===== src/rtl/dmem_arbiter_if.sv =====
// rtl/dmem_arbiter_if.sv - core/dbg requester ports and data-memory port of dmem_arbiter
interface dmem_arbiter_if #(
  parameter int ADDR_W = 32,
  parameter int DATA_W = 32
);
  logic              core_req_i;
  logic              core_we_i;
  logic [ADDR_W-1:0] core_addr_i;
  logic [DATA_W-1:0] core_wdata_i;
  logic [2:0]        core_ctrl_i;
  logic              core_gnt_o;
  logic              core_rvalid_o;
  logic              core_stall_o;

  logic              dbg_req_i;
  logic              dbg_we_i;
  logic [ADDR_W-1:0] dbg_addr_i;
  logic [DATA_W-1:0] dbg_wdata_i;
  logic [2:0]        dbg_ctrl_i;
  logic              dbg_lock_i;
  logic              dbg_gnt_o;
  logic              dbg_rvalid_o;

  logic [DATA_W-1:0] rdata_o;
  logic [ADDR_W-1:0] mem_addr_o;
  logic [DATA_W-1:0] mem_wdata_o;
  logic [2:0]        mem_ctrl_o;
  logic              mem_we_o;
  logic [DATA_W-1:0] mem_rdata_i;
  logic              busy_o;

  modport slave (
    input  core_req_i, core_we_i, core_addr_i, core_wdata_i, core_ctrl_i,
    input  dbg_req_i, dbg_we_i, dbg_addr_i, dbg_wdata_i, dbg_ctrl_i, dbg_lock_i,
    input  mem_rdata_i,
    output core_gnt_o, core_rvalid_o, core_stall_o,
    output dbg_gnt_o, dbg_rvalid_o,
    output rdata_o, mem_addr_o, mem_wdata_o, mem_ctrl_o, mem_we_o, busy_o
  );

  modport master (
    output core_req_i, core_we_i, core_addr_i, core_wdata_i, core_ctrl_i,
    output dbg_req_i, dbg_we_i, dbg_addr_i, dbg_wdata_i, dbg_ctrl_i, dbg_lock_i,
    output mem_rdata_i,
    input  core_gnt_o, core_rvalid_o, core_stall_o,
    input  dbg_gnt_o, dbg_rvalid_o,
    input  rdata_o, mem_addr_o, mem_wdata_o, mem_ctrl_o, mem_we_o, busy_o
  );
endinterface


===== src/rtl/dmem_arbiter.sv =====
// rtl/dmem_arbiter.sv - round-robin core/dbg arbiter for the single data-memory port
// Optional DMEM_ARB_LOCK_EN: dbg_lock_i lets the last dbg winner keep priority.
module dmem_arbiter #(
  parameter int ADDR_W      = 32,
  parameter int DATA_W      = 32,
  parameter int WAIT_STATES = 1
) (
  input logic          clk_i,
  input logic          rst_ni,
  dmem_arbiter_if.slave bus
);

  typedef enum logic {IDLE, ACCESS} state_e;

  localparam logic [3:0] WS_INIT = 4'(WAIT_STATES);

  state_e            state_q, state_d;
  logic              last_dbg_q;
  logic              port_dbg_q;
  logic              we_q;
  logic [ADDR_W-1:0] addr_q;
  logic [DATA_W-1:0] wdata_q;
  logic [2:0]        ctrl_q;
  logic [3:0]        cnt_q;
  logic              core_gnt_q, dbg_gnt_q;
  logic              core_rv_q, dbg_rv_q;
  logic [DATA_W-1:0] rdata_q;

  logic start, sel_dbg, final_cyc, in_access, lock_win;

`ifdef DMEM_ARB_LOCK_EN
  assign lock_win = last_dbg_q & bus.dbg_lock_i;
`else
  logic unused_lock;
  assign unused_lock = bus.dbg_lock_i;
  assign lock_win    = 1'b0;
`endif

  always_ff @(posedge clk_i or negedge rst_ni) begin
    if (!rst_ni) state_q <= IDLE;
    else         state_q <= state_d;
  end

  always_comb begin
    state_d   = state_q;
    start     = 1'b0;
    sel_dbg   = 1'b0;
    final_cyc = 1'b0;
    case (state_q)
      IDLE: begin
        if (bus.core_req_i || bus.dbg_req_i) begin
          start = 1'b1;
          // on a tie the port that lost last time wins, unless dbg holds its lock
          if (bus.core_req_i && bus.dbg_req_i) sel_dbg = lock_win | ~last_dbg_q;
          else                                 sel_dbg = bus.dbg_req_i;
          state_d = ACCESS;
        end
      end
      ACCESS: begin
        if (cnt_q == 4'd0) begin
          final_cyc = 1'b1;
          state_d   = IDLE;
        end
      end
      default: state_d = IDLE;
    endcase
  end

  always_ff @(posedge clk_i or negedge rst_ni) begin
    if (!rst_ni) begin
      last_dbg_q <= 1'b1;
      port_dbg_q <= 1'b0;
      we_q       <= 1'b0;
      addr_q     <= '0;
      wdata_q    <= '0;
      ctrl_q     <= 3'b000;
      cnt_q      <= 4'd0;
      core_gnt_q <= 1'b0;
      dbg_gnt_q  <= 1'b0;
      core_rv_q  <= 1'b0;
      dbg_rv_q   <= 1'b0;
      rdata_q    <= '0;
    end else begin
      core_gnt_q <= start & ~sel_dbg;
      dbg_gnt_q  <= start & sel_dbg;
      core_rv_q  <= final_cyc & ~port_dbg_q;
      dbg_rv_q   <= final_cyc & port_dbg_q;
      if (start) begin
        port_dbg_q <= sel_dbg;
        last_dbg_q <= sel_dbg;
        we_q       <= sel_dbg ? bus.dbg_we_i    : bus.core_we_i;
        addr_q     <= sel_dbg ? bus.dbg_addr_i  : bus.core_addr_i;
        wdata_q    <= sel_dbg ? bus.dbg_wdata_i : bus.core_wdata_i;
        ctrl_q     <= sel_dbg ? bus.dbg_ctrl_i  : bus.core_ctrl_i;
        cnt_q      <= WS_INIT;
      end else if (in_access && cnt_q != 4'd0) begin
        cnt_q <= cnt_q - 4'd1;
      end
      if (final_cyc && !we_q) rdata_q <= bus.mem_rdata_i;
    end
  end

  assign in_access = (state_q == ACCESS);

  assign bus.mem_addr_o    = in_access ? addr_q  : '0;
  assign bus.mem_wdata_o   = in_access ? wdata_q : '0;
  assign bus.mem_ctrl_o    = in_access ? ctrl_q  : 3'b000;
  assign bus.mem_we_o      = final_cyc & we_q;
  assign bus.busy_o        = in_access;
  assign bus.rdata_o       = rdata_q;
  assign bus.core_gnt_o    = core_gnt_q;
  assign bus.dbg_gnt_o     = dbg_gnt_q;
  assign bus.core_rvalid_o = core_rv_q;
  assign bus.dbg_rvalid_o  = dbg_rv_q;
  // stall is forced low while reset is asserted so every output reads 0
  assign bus.core_stall_o  = rst_ni & ((bus.core_req_i & ~core_gnt_q) | (in_access & ~port_dbg_q));

endmodule


===== src/flat_wrapper.sv =====
// flat-port wrapper written by rule: the top's interface ports become plain ports
module dmem_arbiter_flat 
#(
  parameter int ADDR_W      = 32,
  parameter int DATA_W      = 32,
  parameter int WAIT_STATES = 1
)
  (clk_i, rst_ni, bus_core_req_i, bus_core_we_i, bus_core_addr_i, bus_core_wdata_i, bus_core_ctrl_i, bus_dbg_req_i, bus_dbg_we_i, bus_dbg_addr_i, bus_dbg_wdata_i, bus_dbg_ctrl_i, bus_dbg_lock_i, bus_mem_rdata_i, bus_core_gnt_o, bus_core_rvalid_o, bus_core_stall_o, bus_dbg_gnt_o, bus_dbg_rvalid_o, bus_rdata_o, bus_mem_addr_o, bus_mem_wdata_o, bus_mem_ctrl_o, bus_mem_we_o, bus_busy_o);
  dmem_arbiter_if #(.ADDR_W(ADDR_W), .DATA_W(DATA_W)) bus_i ();
  input logic clk_i;
  input logic rst_ni;
  input wire logic [$bits(bus_i.core_req_i)-1:0] bus_core_req_i;
  input wire logic [$bits(bus_i.core_we_i)-1:0] bus_core_we_i;
  input wire logic [$bits(bus_i.core_addr_i)-1:0] bus_core_addr_i;
  input wire logic [$bits(bus_i.core_wdata_i)-1:0] bus_core_wdata_i;
  input wire logic [$bits(bus_i.core_ctrl_i)-1:0] bus_core_ctrl_i;
  input wire logic [$bits(bus_i.dbg_req_i)-1:0] bus_dbg_req_i;
  input wire logic [$bits(bus_i.dbg_we_i)-1:0] bus_dbg_we_i;
  input wire logic [$bits(bus_i.dbg_addr_i)-1:0] bus_dbg_addr_i;
  input wire logic [$bits(bus_i.dbg_wdata_i)-1:0] bus_dbg_wdata_i;
  input wire logic [$bits(bus_i.dbg_ctrl_i)-1:0] bus_dbg_ctrl_i;
  input wire logic [$bits(bus_i.dbg_lock_i)-1:0] bus_dbg_lock_i;
  input wire logic [$bits(bus_i.mem_rdata_i)-1:0] bus_mem_rdata_i;
  output wire logic [$bits(bus_i.core_gnt_o)-1:0] bus_core_gnt_o;
  output wire logic [$bits(bus_i.core_rvalid_o)-1:0] bus_core_rvalid_o;
  output wire logic [$bits(bus_i.core_stall_o)-1:0] bus_core_stall_o;
  output wire logic [$bits(bus_i.dbg_gnt_o)-1:0] bus_dbg_gnt_o;
  output wire logic [$bits(bus_i.dbg_rvalid_o)-1:0] bus_dbg_rvalid_o;
  output wire logic [$bits(bus_i.rdata_o)-1:0] bus_rdata_o;
  output wire logic [$bits(bus_i.mem_addr_o)-1:0] bus_mem_addr_o;
  output wire logic [$bits(bus_i.mem_wdata_o)-1:0] bus_mem_wdata_o;
  output wire logic [$bits(bus_i.mem_ctrl_o)-1:0] bus_mem_ctrl_o;
  output wire logic [$bits(bus_i.mem_we_o)-1:0] bus_mem_we_o;
  output wire logic [$bits(bus_i.busy_o)-1:0] bus_busy_o;
  assign bus_i.core_req_i = bus_core_req_i;
  assign bus_i.core_we_i = bus_core_we_i;
  assign bus_i.core_addr_i = bus_core_addr_i;
  assign bus_i.core_wdata_i = bus_core_wdata_i;
  assign bus_i.core_ctrl_i = bus_core_ctrl_i;
  assign bus_i.dbg_req_i = bus_dbg_req_i;
  assign bus_i.dbg_we_i = bus_dbg_we_i;
  assign bus_i.dbg_addr_i = bus_dbg_addr_i;
  assign bus_i.dbg_wdata_i = bus_dbg_wdata_i;
  assign bus_i.dbg_ctrl_i = bus_dbg_ctrl_i;
  assign bus_i.dbg_lock_i = bus_dbg_lock_i;
  assign bus_i.mem_rdata_i = bus_mem_rdata_i;
  assign bus_core_gnt_o = bus_i.core_gnt_o;
  assign bus_core_rvalid_o = bus_i.core_rvalid_o;
  assign bus_core_stall_o = bus_i.core_stall_o;
  assign bus_dbg_gnt_o = bus_i.dbg_gnt_o;
  assign bus_dbg_rvalid_o = bus_i.dbg_rvalid_o;
  assign bus_rdata_o = bus_i.rdata_o;
  assign bus_mem_addr_o = bus_i.mem_addr_o;
  assign bus_mem_wdata_o = bus_i.mem_wdata_o;
  assign bus_mem_ctrl_o = bus_i.mem_ctrl_o;
  assign bus_mem_we_o = bus_i.mem_we_o;
  assign bus_busy_o = bus_i.busy_o;
  dmem_arbiter #(.ADDR_W(ADDR_W), .DATA_W(DATA_W), .WAIT_STATES(WAIT_STATES)) u_core (.clk_i(clk_i), .rst_ni(rst_ni), .bus(bus_i));
endmodule

===== config.mk =====
export PLATFORM = sky130hd
export DESIGN_NAME = dmem_arbiter_flat
export DESIGN_NICKNAME = d
export VERILOG_FILES = /design/src/rtl/dmem_arbiter_if.sv /design/src/rtl/dmem_arbiter.sv /design/src/flat_wrapper.sv
export SDC_FILE = /design/constraint.sdc
export NUM_CORES = 1
export LEC_CHECK = 0
export CORE_AREA = 5 5 104 106
export CTS_CLUSTER_SIZE = 30
export DETAILED_ROUTE_END_ITERATION = 12
export DIE_AREA = 0 0 109 111
export DONT_BUFFER_PORTS = 1
export PLACE_DENSITY_LB_ADDON = 0.2
export SLEW_MARGIN = 20
export SYNTH_ARGS = -nofsm -noshare
export SYNTH_HDL_FRONTEND = slang
export SYNTH_SLANG_ARGS = --single-unit
export TNS_END_PERCENT = 30

===== constraint.sdc =====
create_clock -name clk_i -period 4.34 [get_ports clk_i]
set_input_delay 1.085 -clock clk_i [delete_from_list [all_inputs] [get_ports clk_i]]
set_output_delay 1.085 -clock clk_i [all_outputs]
set_load 0.03 [all_outputs]

Word-level counts from Yosys, hierarchy flattened
Cells that the tools add are included.
- ROM bits: 0
- bits in latches: 0
- input bits: 173
- word-level logic and storage cells: 54
- bits in registers: 111
- RAM bits: 0
- memories kept: 0
- mux-type cells: 18
- add/sub/neg operators: 1
- eq/ne operators: 0
- magnitude comparators: 0
- reductions and logical operators: 8
- div/mod/pow operators: 0
- bitwise gates (word level): 14
- $mul: 0
- shift operators: 0
- operators with widths (operator ; count):
    $mux W32 ; 4
    $mux W1 ; 9
    $and A1 B1 Y1 ; 8
    $mux W4 ; 2
    $mux W3 ; 2
    $not A1 Y1 ; 5
    $logic_not A4 Y1 ; 1
    $reduce_bool A4 Y1 ; 1
    $sub A4 B1 Y4 const B ; 1
    $logic_and A1 B1 Y1 ; 3
    $pmux W1 S2 ; 1
    $reduce_bool A2 Y1 ; 1
    $logic_not A1 Y1 ; 1
    $logic_or A1 B1 Y1 ; 1
    $or A1 B1 Y1 ; 1

Logic depth before layout (Yosys ltp)
- depth after elaboration: 6
- depth in mapped cells: 6
- gate-level depth less buffers: 5

Worst setup path after synthesis
Ideal clock, no wire load.
- kind: input -> output
- start: input bus_core_req_i
- end: output bus_core_stall_o
- buffers on the path: 0
- cell stages on the path: 3
- path slack: 1.765 ns
- arrival: 1.490 ns
- cell sequence: inv_1 > o22ai_1 > and2_1
- longest elaborated chain between the ends: 3
- RTL lines (item ; line ; source):
    from (decl) ; flat_wrapper.sv:12 ; input wire logic [$bits(bus_i.core_req_i)-1:0] bus_core_req_i;
    $and A1 B1 Y1 ; dmem_arbiter.sv:116 ; assign bus.core_stall_o = rst_ni & ((bus.core_req_i & ~core_gnt_q) | (in_access & ~port_dbg_q));
    $or A1 B1 Y1 ; dmem_arbiter.sv:116 ;
    $and A1 B1 Y1 ; dmem_arbiter.sv:116 ;
    to (decl) ; flat_wrapper.sv:26 ; output wire logic [$bits(bus_i.core_stall_o)-1:0] bus_core_stall_o;
Every way passes these cells.

Worst setup path after layout
- start: register u_core.state_q (netlist: u_core.bus.busy_o)
- end: output bus_mem_addr_o[6]
- longest elaborated chain between the ends: 1
- RTL lines (item ; line ; source):
    from (decl) ; dmem_arbiter.sv:17 ; state_e state_q, state_d;
    from (signal assigned) ; dmem_arbiter.sv:41 ; else state_q <= state_d;
    $mux W32 ; dmem_arbiter.sv:105 ; assign bus.mem_addr_o = in_access ? addr_q : '0;
    to (decl) ; flat_wrapper.sv:30 ; output wire logic [$bits(bus_i.mem_addr_o)-1:0] bus_mem_addr_o;
Every way passes these cells.

==> metrics <==
Resize count post-CTS=0; antenna viol nets, final=0; Synth Cell Area=5540 µm²; Crit-path slowest cell=dfrtp_2; P_leak=2.44 nW; Seq/Total Area, Yosys=0.501; largest net degree at the start of global routing=113; PD cells=just over 900 nW/µm²; max cap viols=0; Num Clock Sinks=111; GP Congestion=between 0.7 and 0.8; worst min-delay path class=primary input to async pin; Reg clk slew, reported paths=~0.10 ns; maximum vdd ir drop=roughly 440 µV; CTS tree=done; share of post-route cells with drive strength above 1=0.117; Die Ht=between 100 and 150 µm; top cell type's share of synthesized area=0.497; Area contributors post-synth=dfrtp_1, a22oi_1, and2_1; critical path data arrival time=2.10 ns; Worst-Skew Late Latency=0.38 ns; Synth Register Bits=111; GR Util All Layers=0.250; H-tree levels=3; initial DRC count=between 300 and 400; CP Cell Sequence=buf_4, and2_1; port buffer count=0; data required time at the worst endpoint=3.25 ns; global route overflow=0; crit share post-route=0.735; DRT Pass-1 Iters=6; critical path capture point type=primary output; Synth Net Count=753; initial antenna violation count=0; wire length per cell=22.9 µm; Post-Layout Cell Count=680; dpl cells=664; maximum root-to-sink buffer count=2; Die Area=12100 µm²; commonest non-fill, non-tap cell in the layout=dfrtp_1; Post-CTS Setup Inserts=0; biggest cell delay along the critical path=0.85 ns; fin. max-slew vios=0; Die W=109 µm; Filler cells=847; fmax=approximately 310 MHz; status=complete, no violations; Layout Area Growth over Synthesis=3.88%; Crit Path Max Fanout=41; Hold-fix buffers, CTS=0; Synth cell types=28; DRC violations left=0; nets@finish=716; vias per cell=6.26; Period minus WS final=~3.2 ns; synthesized area per cell=9.57 µm²; root buffer cell=clkbuf_8; Via Count=approximately 4300; Syn Inst Count=579; Diodes inserted=0; type of the worst setup path=flop to primary output; total wire length=~16000 µm; clk_skew=0.0117 ns; setup violators final=0; Slew @ Worst Pin=0.871 ns; Tot Pwr=5.28 mW; Slew headroom=0.418; most frequent cells in the layout=dfrtp_1, and2_1, nand2_1, a21oi_1, a22oi_1; area of the multi-input gates=between 2000 and 2500 µm²; Reg area=2780 µm²; YS warnings=0; vias in the first global route=approximately 4300; initial core utilization=0.572; TNS Setup=0 ns; Yosys top cell by area=dfrtp_1; RSZ-0062 raised after global routing=false; cts bufs inserted=9; row cnt=36; io pins=279; type of origin of the critical path=flop; Final Hold Vio Count=0; core region area=9680 µm²; HPWL after DPL=10900 µm; first-pass GRT wire length=between 20000 and 25000 µm
stage by stage:
stage / setup WS, ns / hold slack [ns] / util / cell area [µm²]
global placement: 1.55 / 0.456 / 0.570 / 5520
global route: 0.971 / 0.368 / 0.595 / 5760
finish: 1.15 / 0.393 / 0.595 / 5760
CTS: 1.11 / 0.378 / 0.595 / 5760
floorplan: 1.77 / 0.441 / - / 5540
detailed placement: 1.50 / 0.463 / 0.570 / 5520
cells by family after synthesis:
kind of cell | after synthesis | share of synthesized area
AOI/OAI and AO/OA | 210 | 0.223
adders and majority gates | 1 | 0.00226
buffers and inverters | 61 | 0.0542
DFF | 111 | 0.501
muxes | 35 | 0.0704
and+or+nand+nor | 161 | 0.149
synthesized netlist by cell type (all sizes together):
master and number:
dfrtp 110, nand2 73, and2 72, a21oi 70
o21ai 69, a22oi 68, buf 34, mux2 32
clkbuf 23, nor2 8, inv 4, mux2i 3
nand2b 2, nor2b 2, dfstp 1, ha 1
nand4b 1, nand4bb 1, nor3 1, nor4b 1
o21ba 1, o21bai 1, o22ai 1
path summary, 6_finish.rpt:
check,from,endpoint,slack (ns),cells past startpoint
max in group asynchronous,rst_ni,u_core.addr_q[1],3.73,0
worst min-delay path,rst_ni,u_core.wdata_q[26],0.39,0
worst max-delay path,u_core.bus.busy_o,bus_mem_addr_o[6],1.15,2
worst min register to register,u_core.addr_q[19],u_core.addr_q[19],0.48,2
worst max register to register,u_core.bus.busy_o,u_core.bus.rdata_o[20],1.54,4
min in group clk_i,u_core.addr_q[19],u_core.addr_q[19],0.48,2
worst max-delay path: cells and delay by family, from the launching register on:
family	cells	cell delay [ns]
DFF	1	0.85
and+or+nand+nor	1	0.40
buffers and inverters	1	0.46
layout make-up:
class / count / share of cell area
multi-input combinational: 407 / 0.433
clock inverter: 5 / 0.0185
timing repair buffer: 9 / 0.0117
inverter: 4 / 0.00261
tap: 133 / 0.0289
sequential: 111 / 0.483
clock buffer: 11 / 0.0228
report_power, final:
| part | internal (mW) | switching (mW) | total [mW] | leakage [nW] |
|---|---|---|---|---|
| logic | 0.714 | 1.61 | 2.32 | 0.971 |
| clock network | 0.385 | 0.343 | 0.728 | 0.114 |
| registers | 1.54 | 0.688 | 2.23 | 1.35 |
| total | 2.64 | 2.64 | 5.28 | 2.44 |
state kept, by name, summed over array words and instances (netlist names):
name                      flops
u_core.addr_q                32
u_core.bus.busy_o             1
u_core.bus.core_gnt_o         1
u_core.bus.core_rvalid_o      1
u_core.bus.dbg_gnt_o          1
u_core.bus.dbg_rvalid_o       1
u_core.bus.rdata_o           32
u_core.cnt_q                  4
u_core.ctrl_q                 3
u_core.last_dbg_q             1
u_core.port_dbg_q             1
u_core.wdata_q               32
u_core.we_q                   1
routing by layer:
metal  vias up  global-route usage  part of all wire
li1       1942                   -                 -
met1      2068               0.313              0.38
met2       228               0.408              0.50
met3        22              0.0769             0.099
met4         0              0.0791             0.017
met5         -                   0                 0
No activity file was read; power rests on OpenSTA's default activity.
